==> src/rtl/sram_bist_pkg.sv <==
// sram_bist_pkg: shared types for the SRAM self-test engine.
//   state_t  - engine FSM states
//   MODE_*   - pattern select encodings for the 'mode' input
package sram_bist_pkg;

   typedef enum logic [2:0] {
      S_IDLE,
      S_WR_REQ,
      S_WR_WAIT,
      S_RD_REQ,
      S_RD_WAIT,
      S_CHECK,
      S_FINISH
   } state_t;

   localparam logic [1:0] MODE_ADDR  = 2'd0;
   localparam logic [1:0] MODE_CHK   = 2'd1;
   localparam logic [1:0] MODE_NADDR = 2'd2;
   localparam logic [1:0] MODE_SEED  = 2'd3;

endpackage

==> src/rtl/sram_bist_patgen.sv <==
// sram_bist_patgen: combinational expected-data generator.
//   addr [AW] - word address
//   mode [2]  - pattern select (MODE_*)
//   seed [DW] - constant pattern for MODE_SEED
//   pat  [DW] - data written at / expected from 'addr'
module sram_bist_patgen
   import sram_bist_pkg::*;
#(
   parameter int AW = 18,
   parameter int DW = 16
) (
   input  logic [AW-1:0] addr,
   input  logic [1:0]    mode,
   input  logic [DW-1:0] seed,
   output logic [DW-1:0] pat
);

   // address zero-extended or truncated to the data width
   localparam int NB = (AW < DW) ? AW : DW;

   logic [DW-1:0] a;

   always_comb begin
      a         = '0;
      a[NB-1:0] = addr[NB-1:0];
      pat       = seed;
      case (mode)
         MODE_ADDR:  pat = a;
         MODE_CHK:   pat = addr[0] ? {(DW/2){2'b10}} : {(DW/2){2'b01}};
         MODE_NADDR: pat = ~a;
         default:    pat = seed;
      endcase
   end

endmodule

==> src/rtl/sram_bist.sv <==
// sram_bist: SRAM self-test engine driving an sram_ctrl request interface.
// Writes a pattern over 0..LAST_ADDR, reads it back and compares.
//   clk, reset (async, active low)
//   start, abort, mode, seed       - test control
//   mem, rw, addr, data_f2s        - registered request to sram_ctrl
//   ready, data_s2f_r              - controller status / read data
//   busy, done, pass, err_count    - result
//   first_err_addr, first_err_data - first mismatch (only built when
//                                    SRAM_BIST_ERRLOG_EN is defined, else 0)
module sram_bist
   import sram_bist_pkg::*;
#(
   parameter int AW        = 18,
   parameter int DW        = 16,
   parameter int LAST_ADDR = 2**AW-1,
   parameter int ECW       = 16
) (
   input  logic          clk,
   input  logic          reset,
   input  logic          start,
   input  logic          abort,
   input  logic [1:0]    mode,
   input  logic [DW-1:0] seed,
   output logic          mem,
   output logic          rw,
   output logic [AW-1:0] addr,
   output logic [DW-1:0] data_f2s,
   input  logic          ready,
   input  logic [DW-1:0] data_s2f_r,
   output logic          busy,
   output logic          done,
   output logic          pass,
   output logic [ECW-1:0] err_count,
   output logic [AW-1:0] first_err_addr,
   output logic [DW-1:0] first_err_data
);

   localparam logic [AW-1:0] LAST = AW'(LAST_ADDR);

   state_t        state, state_n;
   logic          abort_q;
   logic          wait_1st;   // first WAIT cycle: controller has not dropped ready yet
   logic [1:0]    mode_q;
   logic [DW-1:0] seed_q;
   logic [DW-1:0] pat;
   logic          ab, last, go, mismatch;
   logic          issue_wr, issue_rd, addr_clr, addr_inc, chk;

   sram_bist_patgen #(.AW(AW), .DW(DW)) u_patgen (
      .addr (addr),
      .mode (mode_q),
      .seed (seed_q),
      .pat  (pat)
   );

   assign busy     = (state != S_IDLE);
   assign ab       = abort_q | abort;
   assign last     = (addr == LAST);
   assign go       = start & (state == S_IDLE);
   assign mismatch = (data_s2f_r != pat);

   always_ff @(posedge clk or negedge reset) begin
      if (!reset) state <= S_IDLE;
      else        state <= state_n;
   end

   always_comb begin
      state_n  = state;
      issue_wr = 1'b0;
      issue_rd = 1'b0;
      addr_clr = 1'b0;
      addr_inc = 1'b0;
      chk      = 1'b0;
      case (state)
         S_IDLE: if (start) state_n = S_WR_REQ;
         S_WR_REQ: begin
            if (ab) state_n = S_FINISH;
            else if (ready) begin
               issue_wr = 1'b1;
               state_n  = S_WR_WAIT;
            end
         end
         S_WR_WAIT: begin
            if (!wait_1st && ready) begin
               if (ab) state_n = S_FINISH;
               else if (last) begin
                  addr_clr = 1'b1;
                  state_n  = S_RD_REQ;
               end else begin
                  addr_inc = 1'b1;
                  state_n  = S_WR_REQ;
               end
            end
         end
         S_RD_REQ: begin
            if (ab) state_n = S_FINISH;
            else if (ready) begin
               issue_rd = 1'b1;
               state_n  = S_RD_WAIT;
            end
         end
         S_RD_WAIT: begin
            if (!wait_1st && ready) state_n = ab ? S_FINISH : S_CHECK;
         end
         S_CHECK: begin
            chk = 1'b1;
            if (ab || last) state_n = S_FINISH;
            else begin
               addr_inc = 1'b1;
               state_n  = S_RD_REQ;
            end
         end
         S_FINISH: state_n = S_IDLE;
         default:  state_n = S_IDLE;
      endcase
   end

   always_ff @(posedge clk or negedge reset) begin
      if (!reset) begin
         mem       <= 1'b0;
         rw        <= 1'b1;
         addr      <= '0;
         data_f2s  <= '0;
         done      <= 1'b0;
         pass      <= 1'b0;
         err_count <= '0;
         abort_q   <= 1'b0;
         wait_1st  <= 1'b0;
         mode_q    <= MODE_ADDR;
         seed_q    <= '0;
      end else begin
         mem      <= issue_wr | issue_rd;
         wait_1st <= issue_wr | issue_rd;
         // done/pass land together one cycle after FINISH
         done     <= (state == S_FINISH);
         if (go) begin
            addr      <= '0;
            err_count <= '0;
            pass      <= 1'b0;
            abort_q   <= 1'b0;
            mode_q    <= mode;
            seed_q    <= seed;
         end else begin
            if (busy && abort) abort_q <= 1'b1;
            if (addr_clr)      addr <= '0;
            else if (addr_inc) addr <= addr + AW'(1);
            if (chk && mismatch && !(&err_count)) err_count <= err_count + ECW'(1);
            if (state == S_FINISH) pass <= !ab && (err_count == '0);
         end
         if (issue_wr) begin
            rw       <= 1'b0;
            data_f2s <= pat;
         end
         if (issue_rd) rw <= 1'b1;
      end
   end

`ifdef SRAM_BIST_ERRLOG_EN
   always_ff @(posedge clk or negedge reset) begin
      if (!reset) begin
         first_err_addr <= '0;
         first_err_data <= '0;
      end else if (go) begin
         first_err_addr <= '0;
         first_err_data <= '0;
      end else if (chk && mismatch && (err_count == '0)) begin
         // zero count means no earlier mismatch since start
         first_err_addr <= addr;
         first_err_data <= data_s2f_r;
      end
   end
`else
   assign first_err_addr = '0;
   assign first_err_data = '0;
`endif

endmodule
==> config.mk <==
export PLATFORM = sky130hd
export DESIGN_NAME = sram_bist
export DESIGN_NICKNAME = d
export VERILOG_FILES = /design/src/rtl/sram_bist_pkg.sv /design/src/rtl/sram_bist_patgen.sv /design/src/rtl/sram_bist.sv
export SDC_FILE = /design/constraint.sdc
export NUM_CORES = 1
export LEC_CHECK = 0
export BUFFER_PORTS_ARGS = -buffer_cell sky130_fd_sc_hd__buf_4
export CAP_MARGIN = 20
export CORE_ASPECT_RATIO = 1.2
export CORE_MARGIN = 3
export CORE_UTILIZATION = 54
export DETAILED_ROUTE_END_ITERATION = 6
export PLACE_DENSITY_LB_ADDON = 0.05
export RECOVER_POWER = 25
export REMOVE_ABC_BUFFERS = 1
export SLEW_MARGIN = 20
export SYNTH_ARGS = -nofsm -noshare
export SYNTH_HDL_FRONTEND = slang
export SYNTH_SLANG_ARGS = --single-unit
==> constraint.sdc <==
create_clock -name clk -period 3.03 [get_ports clk]
set_input_delay 0.303 -clock clk [delete_from_list [all_inputs] [get_ports clk]]
set_output_delay 0.303 -clock clk [all_outputs]
set_load 0.02 [all_outputs]
==> impl_metrics.py, run 1 <==
metrics = {
    "setup_path": {
        "critPathMaxStageDelay_ns": 0.50,
        "timing.rr.start": "mode_q[0]$_DFFE_PN0P_",
        "critPathArrivalTime_ns": 3.08,
        "slowest_stage": "dfrtp_1",
        "crit_type": "flop to flop",
        "crit_family": "compound AO/OA/AOI/OAI gates",
        "worstPathCellList": "buf_4, and2_0, o21ai_0, a21oi_1, a2111oi_4, nand4_2, o31ai_4, buf_4, nor3b_1, a211o_1",
        "end_kind": "flop",
        "reg2reg_depth": 10,
        "cpMostUsedCell": "buf_4",
        "setup.worst_path.start_class": "flop",
        "cp_num_buf_inv": 2,
        "critical_path.max_fanout": 11,
        "r2r_end": "err_count[5]$_DFFE_PN0P_",
        "cp-startpoint": "mode_q[0]$_DFFE_PN0P_",
        "cp.depth": 10,
        "worstPathRequired_ns": 3.28,
        "rrSetupSlack_ns": 0.20,
    },
    "clocking": {
        "cts.sinks": 76,
        "clk_path_buf_depth": 2,
        "cts_tree": "built",
        "clock_tree.root_cell": "clkbuf_8",
        "cts-htree-levels": 3,
        "cts_made_buffers": 9,
        "insertion_delay_ns": 0.36,
        "postCtsHoldBufs": 0,
        "clk_pin_slew_ns": 0.08,
    },
    "sta": {
        "hold_violations": 0,
        "final.setup.tns_ns": 0,
        "skew_ns": 0.0106,
        "fmax_ghz": 0.353,
        "period_share_pct": 93.4,
        "slew_headroom_pct": -26.8,
        "drv_slew": 77,
        "setup_viol": 0,
        "rsz0062_at_grt": "no",
        "finalCriticalPeriod_ns": 2.83,
        "worstMarginPinSlew_ns": 1.90,
    },
    "floorplan": {
        "die_y_um": 109,
        "ioPinCount": 128,
        "coreArea_um2": 8610,
        "rows": 37,
        "fp.dieW_um": 92.1,
        "dieArea_um2": 10100,
        "start_util_pct": 55.8,
    },
    "detailed_routing": {
        "first_pass_iters": 5,
        "drtIter0Drc": 183,
        "via_per_inst": 5.57,
        "drt_wl_total_um": 12800,
        "vias": 4460,
        "avgRoutedWirePerCell_um": 16.0,
        "drc": 0,
        "drt.antenna.violating_nets": 0,
    },
    "placement": {
        "dp_hpwl_um": 9430,
        "gp_congestion": 0.991,
        "place_inst": 785,
        "place_area_um2": 5530,
        "port-buffer-count": 93,
    },
    "logic_synthesis": {
        "postSynth.asyncResetShare_pct": 100,
        "synthesis.yosys.warnings": 0,
        "synth_ff_type": "dfrtp_1",
        "ys_ff_latch": 76,
        "synth.avg_cell_area_um2": 8.18,
        "yosysUniqueCellTypes": 64,
        "synth-edff-count": 0,
        "synthCells": 587,
        "ys_seq_area_share_pct": 39.6,
        "syn_area_um2": 4800,
    },
    "hold_path": {
        "min_from": "seed[0]",
        "hold_class": "input port to flop",
        "min_path_cells": 3,
        "hold_end": "seed_q[0]$_DFFE_PN0P_",
    },
    "layout": {
        "finalNetCount": 721,
        "final_cells": 801,
        "diodes": 0,
        "n_fill_cell": 761,
        "utilization_pct": 66.7,
        "fin_area_um2": 5740,
        "area_growth_pct": 19.5,
        "layout-drive-gt1-share_pct": 21.1,
    },
    "global_route": {
        "grt_usage_pct": 26.1,
        "grt_pass1_vias": 4163,
        "antenna_found_initial": 0,
        "grt_pass1_wl_um": 20600,
        "grt_remaining_overflow": 0,
        "grt_max_degree": 77,
    },
    "power_and_ir_drop": {
        "p_per_area_nw_per_um2": 775,
        "p_total_uw": 4450,
        "vdd_drop_max_mv": 0.579,
        "cellLeakagePower_uw": 0.00278,
    },
    "status": {
        "status": "complete, but fails checks",
        "failed_checks": "capacitance limit, slew limit",
    },
    "flow_run": {
        "drv_cap": 1,
    },
}
-- placed cells by master (no fill, tap or decap), types with 12 or more instances in the layout --
cell / count
a21oi_1: 37
buf_4: 112
conb_1: 34
dfrtp_1: 75
inv_1: 16
nand2_1: 100
nand3_1: 20
nor2_1: 52
nor3_1: 12
o21ai_0: 41
or3_1: 16
xnor2_1: 13
-- worst max-delay path by stage --
| stage | end |
|---|---|
| 6_report | err_count[5]$_DFFE_PN0P_ |
| 5_1_grt | err_count[4]$_DFFE_PN0P_ |
| 4_1_cts | err_count[6]$_DFFE_PN0P_ |
| 3_5_place_dp | err_count[5]$_DFFE_PN0P_ |
| 3_3_place_gp | err_count[5]$_DFFE_PN0P_ |
| 2_1_floorplan | err_count[12]$_DFFE_PN0P_ |
-- worst register-to-register path: cells and delay by family (launching register included) --
kind            cells  cell delay (ns)
compound gates      5             1.45
flops               1             0.50
buf+inv             2             0.43
simple gates        3             0.34
-- cell type report --
type | count | area (um^2) | area share (%)
multi-input combinational | 460 | 2530 | 44.1
sequential | 76 | 1900 | 33.2
clock inverter | 4 | 48.8 | 0.850
tap | 117 | 146 | 2.55
inverter | 17 | 67.6 | 1.18
timing repair buffer | 115 | 886 | 15.4
clock buffer | 12 | 155 | 2.70
-- cells in the mapped netlist (all sizes together) (7+ instances only) --
master / instances / area, um^2
nand2: 100 / 375
dfrtp: 75 / 1880
nor2: 52 / 195
buf: 49 / 358
o21ai: 43 / 215
a21oi: 38 / 194
nand3: 20 / 100
clkbuf: 18 / 67.6
inv: 17 / 63.8
or3: 17 / 111
xnor2: 13 / 114
nor3: 12 / 60.1
a211o: 10 / 87.6
nand2b: 10 / 62.6
nand4: 10 / 68.8
xor2: 9 / 78.8
a21o: 7 / 52.6
nor4: 7 / 43.8
-- logic make-up after synthesis --
group / synth area share (%)
fa+ha+maj: 0.990
mux: 0.886
simple gates: 26.7
compound gates: 17.5
xor+xnor: 4.01
flops: 39.6
buf+inv: 10.2
other cells: 0.0781
-- power by group --
part | internal, uW | switching (uW) | total [uW]
combinational | 873 | 1240 | 2110
clock | 425 | 382 | 806
sequential | 1280 | 247 | 1530
total | 2580 | 1860 | 4450
-- flip-flops by register name, summed over array words and instances, names as in the netlist --
| name | cells |
|---|---|
| err_count | 16 |
| done | 1 |
| abort_q | 1 |
| pass | 1 |
| wait_1st | 1 |
| mode_q | 2 |
| addr | 18 |
| rw | 1 |
| data_f2s | 16 |
| seed_q | 16 |
| state | 3 |
-- stage by stage --
stage / hold WS [ns] / worst slack (ns)
after floorplan: 0.00741 / -0.341
after detailed placement: 0.464 / 0.235
final: 0.130 / 0.199
after global placement: 0.464 / 0.330
after CTS: 0.118 / 0.200
after global routing: 0.133 / 0.0352
-- per-layer routing --
| metal | share of wire, % | track usage (%) | up-vias |
|---|---|---|---|
| met5 | 0 | 0 | - |
| met2 | 50 | 45.0 | 161 |
| met4 | 3.6 | 13.7 | 0 |
| met3 | 6.1 | 4.38 | 32 |
| met1 | 40 | 31.5 | 2105 |
| li1 | - | - | 2162 |
-- what timing repair did --
action / 4_1_cts / 5_1_grt
gates resized for setup: 0 / 1
setup buffers: 0 / 0
setup endpoints to repair: 0 / 3
No activity file was read; power rests on OpenSTA's default activity.
==> inputs of run 2 (changes only) <==
- SETUP_SLACK_MARGIN: default -> 0.4
==> impl_metrics.py, run 2 (same netlist as run 1, synthesis figures left out) <==
metrics = {
    "sta": {
        "hold_violations": 0,
        "finalCriticalPeriod_ns": 2.66,
        "worstMarginPinSlew_ns": 1.91,
        "slew_headroom_pct": -27.1,
        "drv_slew": 77,
        "skew_ns": 0.0121,
        "period_share_pct": 87.7,
        "worst_slack_ns": 0.373,
        "setup_viol": 0,
        "final.setup.tns_ns": 0,
        "fmax_ghz": 0.376,
        "rsz0062_at_grt": "yes",
    },
    "clocking": {
        "cts_tree": "built",
        "postCtsHoldBufs": 0,
        "clock_tree.root_cell": "clkbuf_8",
        "clk_path_buf_depth": 2,
        "clk_pin_slew_ns": 0.08,
        "insertion_delay_ns": 0.37,
        "cts-htree-levels": 3,
        "cts_made_buffers": 9,
        "cts.sinks": 76,
    },
    "floorplan": {
        "fp.dieW_um": 92.1,
        "start_util_pct": 55.8,
        "dieArea_um2": 10100,
        "rows": 37,
        "die_y_um": 109,
        "coreArea_um2": 8610,
        "ioPinCount": 128,
    },
    "placement": {
        "gp_congestion": 0.991,
        "dp_hpwl_um": 9430,
        "port-buffer-count": 93,
        "dp_slack_ns": 0.235,
        "place_area_um2": 5530,
    },
    "layout": {
        "finalNetCount": 744,
        "top_register": "addr",
        "largest_register_ffs": 18,
        "fin_area_um2": 6170,
        "diodes": 0,
        "final_cell_mix": "buf_4, nand2_1, dfrtp_1, nor2_1, o21ai_0",
        "layout-drive-gt1-share_pct": 28.1,
        "area_growth_pct": 28.5,
        "layout_commonest_cell": "buf_4",
    },
    "setup_path": {
        "worstPathRequired_ns": 3.32,
        "critical_path.max_fanout": 7,
        "critPathMaxStageDelay_ns": 0.50,
        "setup.worst_path.start_class": "flop",
        "crit_type": "flop to flop",
        "cp_num_buf_inv": 4,
        "end_kind": "flop",
        "critPathArrivalTime_ns": 2.95,
        "cpMostUsedCell": "buf_6",
        "worstPathCellList": "buf_6, clkbuf_16, nor2_2, nor2_1, xor2_1, nor2_1, a32oi_2, o31ai_4, buf_6, buf_6, or4_4, a21oi_2",
        "slowest_stage": "or4_4",
        "crit_family": "simple AND/OR/NAND/NOR gates",
    },
    "global_route": {
        "antenna_found_initial": 0,
        "grt_pass1_vias": 4240,
        "grt_max_degree": 77,
        "grt_usage_pct": 26.6,
        "grt_remaining_overflow": 0,
        "grt_pass1_wl_um": 21000,
    },
    "hold_path": {
        "hold_class": "input port to flop",
    },
    "detailed_routing": {
        "vias": 4666,
        "drt_wl_total_um": 13900,
        "first_pass_iters": 5,
        "via_per_inst": 5.66,
        "drt.antenna.violating_nets": 0,
        "drc": 0,
        "avgRoutedWirePerCell_um": 16.9,
        "drtIter0Drc": 275,
    },
    "power_and_ir_drop": {
        "p_total_uw": 5010,
        "p_per_area_nw_per_um2": 812,
        "cellLeakagePower_uw": 0.00296,
        "vdd_drop_max_mv": 0.590,
    },
    "status": {
        "status": "complete, but fails checks",
        "failed_checks": "capacitance limit, slew limit",
    },
    "flow_run": {
        "drv_cap": 1,
    },
}
## run 2: cell count changes in the layout (fill, tap and decap cells not counted), moves of 3 or more
cell / previous run / this run
a21oi_1: 37 / 32
a21oi_2: 1 / 4
buf_4: 112 / 119
buf_6: 0 / 12
nor2_1: 52 / 46
nor2_2: 0 / 5
o21ai_0: 41 / 35
o21ai_1: 2 / 5
o21ai_2: 0 / 3
## run 2: through the flow
stage | hold WS [ns] | instances | utilization, %
finish | 0.129 | 824 | 71.6
global placement | 0.464 | 785 | 64.3
detailed placement | 0.464 | 785 | 64.3
floorplan | 0.00741 | 553 | -
CTS | 0.118 | 810 | 67.9
global route | 0.133 | 824 | 71.6
## run 2: worst reg2reg max path, stage by stage, from the launching register on
cell and delay [ns]:
dfrtp_2 0.47, buf_6 0.15, clkbuf_16 0.16, nor2_2 0.18, nor2_1 0.12, xor2_1 0.17
nor2_1 0.07, a32oi_2 0.27, o31ai_4 0.10, buf_6 0.16, buf_6 0.13, or4_4 0.50
a21oi_2 0.12
## run 2: cell type report
cell class	count	area (um^2)
Multi-Input combinational cell	460	2690
Fill cell	694	2440
Sequential cell	76	1910
Timing Repair Buffer	138	1160
Clock buffer	12	155
Tap cell	117	146
Inverter	17	67.6
Clock inverter	4	48.8
## run 2: timing repair
action / 4_1_cts / 5_1_grt
resized for setup: 11 / 48
buffers inserted: 9 / 11
gates cloned: 0 / 3
pin swaps: 2 / 10
endpoints found under the setup margin: 16 / 29
## run 2: routing by layer
metal / vias up / global-route usage [%] / wire length, um
met5: - / 0 / 0
met4: 0 / 13.9 / 571
met3: 44 / 4.45 / 971
met2: 198 / 45.9 / 6950
met1: 2206 / 32.0 / 5410
li1: 2218 / - / -
## run 2: power by group
part | total [uW] | internal [uW] | switching, uW
Sequential | 1530 | 1290 | 244
Combinational | 2670 | 1210 | 1460
Clock | 810 | 425 | 386
## run 2: path summary, 6_finish.rpt
path / startpoint / end / slack [ns] / depth (start not counted)
worst max-delay path: mode_q[0]$_DFFE_PN0P_ / err_count[10]$_DFFE_PN0P_ / 0.37 / 12
worst min-delay path: seed[7] / seed_q[7]$_DFFE_PN0P_ / 0.13 / 3
worst max register to register: mode_q[0]$_DFFE_PN0P_ / err_count[10]$_DFFE_PN0P_ / 0.37 / 12
worst min register to register: data_f2s[6]$_DFFE_PN0P_ / data_f2s[6]$_DFFE_PN0P_ / 0.48 / 1
max in group asynchronous: reset / mode_q[0]$_DFFE_PN0P_ / 1.30 / 1
min in group asynchronous: reset / seed_q[10]$_DFFE_PN0P_ / 0.47 / 1
==> inputs of run 3 (changes only) <==
- RECOVER_POWER: 25 -> default
==> impl_metrics.py, run 3 (same netlist as run 1, synthesis figures left out) <==
metrics = {
    "layout": {
        "layout_commonest_cell": "buf_4",
        "layout-drive-gt1-share_pct": 28.1,
        "final_cell_mix": "buf_4, nand2_1, dfrtp_1, nor2_1, o21ai_0",
        "diodes": 0,
        "final_cells": 824,
        "top_register": "addr",
        "largest_register_ffs": 18,
        "n_fill_cell": 693,
        "utilization_pct": 71.7,
        "area_growth_pct": 28.5,
        "fin_area_um2": 6170,
        "finalNetCount": 744,
    },
    "detailed_routing": {
        "avgRoutedWirePerCell_um": 16.9,
        "top_layer": "met4",
        "met2RoutedLength_um": 6960,
        "via_per_inst": 5.66,
        "vias": 4665,
        "first_pass_iters": 5,
        "drt-met1-wl_um": 5400,
        "drt.antenna.violating_nets": 0,
        "drc": 0,
        "wl_met3_um": 962,
        "drt_wl_total_um": 13900,
        "drtIter0Drc": 275,
    },
    "sta": {
        "setup_viol": 0,
        "hold_violations": 0,
        "finalCriticalPeriod_ns": 2.66,
        "period_share_pct": 87.6,
        "slew_headroom_pct": 35.4,
        "skew_ns": 0.0121,
        "rsz0062_at_grt": "yes",
        "final.setup.tns_ns": 0,
        "worstMarginPinSlew_ns": 0.969,
        "whs_ns": 0.0962,
        "fmax_ghz": 0.377,
        "drv_slew": 0,
    },
    "floorplan": {
        "dieArea_um2": 10100,
        "start_util_pct": 55.8,
        "ioPinCount": 128,
        "fp.dieW_um": 92.1,
        "die_y_um": 109,
        "coreArea_um2": 8610,
        "rows": 37,
    },
    "setup_path": {
        "setup.worst_path.start_class": "flop",
        "slowest_stage": "or4_4",
        "worstPathRequired_ns": 3.32,
        "critPathArrivalTime_ns": 2.94,
        "critical_path.max_fanout": 7,
        "r2r_end": "err_count[10]$_DFFE_PN0P_",
        "crit_type": "flop to flop",
        "timing.rr.start": "mode_q[0]$_DFFE_PN0P_",
        "worstPathCellList": "buf_6, clkbuf_16, nor2_2, nor2_1, xor2_1, nor2_1, a32oi_2, o31ai_4, buf_6, buf_6, or4_4, a21oi_2",
        "cpMostUsedCell": "buf_6",
        "rrSetupSlack_ns": 0.37,
        "reg2reg_depth": 12,
        "end_kind": "flop",
        "cp-startpoint": "mode_q[0]$_DFFE_PN0P_",
        "critPathMaxStageDelay_ns": 0.50,
    },
    "status": {
        "status": "completed",
    },
    "global_route": {
        "grt_max_degree": 77,
        "grt_pass1_vias": 4240,
        "grt_remaining_overflow": 0,
        "antenna_found_initial": 0,
        "grt_pass1_wl_um": 21000,
        "grt_usage_pct": 26.6,
    },
    "clocking": {
        "clk_path_buf_depth": 2,
        "clock_tree.root_cell": "clkbuf_8",
        "cts_tree": "built",
        "postCtsHoldBufs": 0,
        "cts.sinks": 76,
        "insertion_delay_ns": 0.37,
        "clk_pin_slew_ns": 0.08,
        "cts_made_buffers": 9,
        "cts-htree-levels": 3,
    },
    "hold_path": {
        "hold_class": "input port to asynchronous set/reset pin",
    },
    "placement": {
        "port-buffer-count": 93,
        "gp_congestion": 0.991,
        "place_inst": 785,
        "dp_hpwl_um": 9430,
        "place_area_um2": 5530,
    },
    "power_and_ir_drop": {
        "p_per_area_nw_per_um2": 811,
        "swShare_pct": 41.7,
        "p_clk_share_pct": 16.2,
        "p_comb_share_pct": 53.2,
        "cellLeakagePower_uw": 0.00296,
        "seqPwrFrac_pct": 30.6,
        "internal_power_uw": 2920,
        "p_sw_uw": 2090,
        "vdd_drop_max_mv": 0.589,
    },
    "flow_run": {
        "drv_cap": 0,
    },
}
-- run 3: cell count changes in the layout (fill, tap and decap cells not counted) --
| cell | change |
|---|---|
| clkbuf_2 | -1 |
| buf_4 | +1 |
-- run 3: area by class of cell --
type / instances / area, um^2 / area share [%]
clock buffer: 12 / 155 / 2.51
clock inverter: 4 / 48.8 / 0.791
inverter: 17 / 67.6 / 1.10
multi-input combinational: 460 / 2690 / 43.5
sequential: 76 / 1910 / 30.9
tap: 117 / 146 / 2.37
timing repair buffer: 138 / 1160 / 18.8
-- run 3: metrics by stage --
stage,power (uW),worst slack (ns)
after floorplan,2840,-0.341
after global placement,3590,0.330
after detailed placement,3640,0.235
after CTS,4590,0.397
after global routing,5320,0.260
final,5010,0.374
-- run 3: repair_timing --
action	in CTS	in global routing
endpoints found under the setup margin	16	29
endpoints found under the hold margin	0	0
buffers inserted	9	11
pin swaps	2	10
cloned	0	3
resized for setup	11	48
-- run 3: critical path: cells and delay by family (launching register included) --
kind                   cells  cell delay [ns]
XOR/XNOR                   1             0.17
flip-flops                 1             0.47
buffers and inverters      4             0.59
AND/OR/NAND/NOR            4             0.86
AO/OA/AOI/OAI              3             0.49
-- run 3: power by group through the flow --
stage	combinational [uW]	clock [uW]	sequential, uW
final	2660	810	1530
after global routing	2900	860	1570
after CTS	2240	827	1520
after detailed placement	2100	0	1540
after global placement	2060	0	1540
after floorplan	1100	0	1740
-- run 3: metal layers --
layer / global-route usage (%) / vias to the layer above
met5: 0 / -
met4: 13.9 / 0
met3: 4.45 / 44
met2: 45.9 / 192
met1: 32.0 / 2212
li1: - / 2217
-- run 3: worst max-delay path by stage --
| stage | end | slack [ns] |
|---|---|---|
| global route | err_count[10]$_DFFE_PN0P_ | 0.26 |
| finish | err_count[10]$_DFFE_PN0P_ | 0.37 |
| global placement | err_count[5]$_DFFE_PN0P_ | 0.33 |
| floorplan | err_count[12]$_DFFE_PN0P_ | -0.34 |
| CTS | err_count[12]$_DFFE_PN0P_ | 0.40 |
| detailed placement | err_count[5]$_DFFE_PN0P_ | 0.24 |
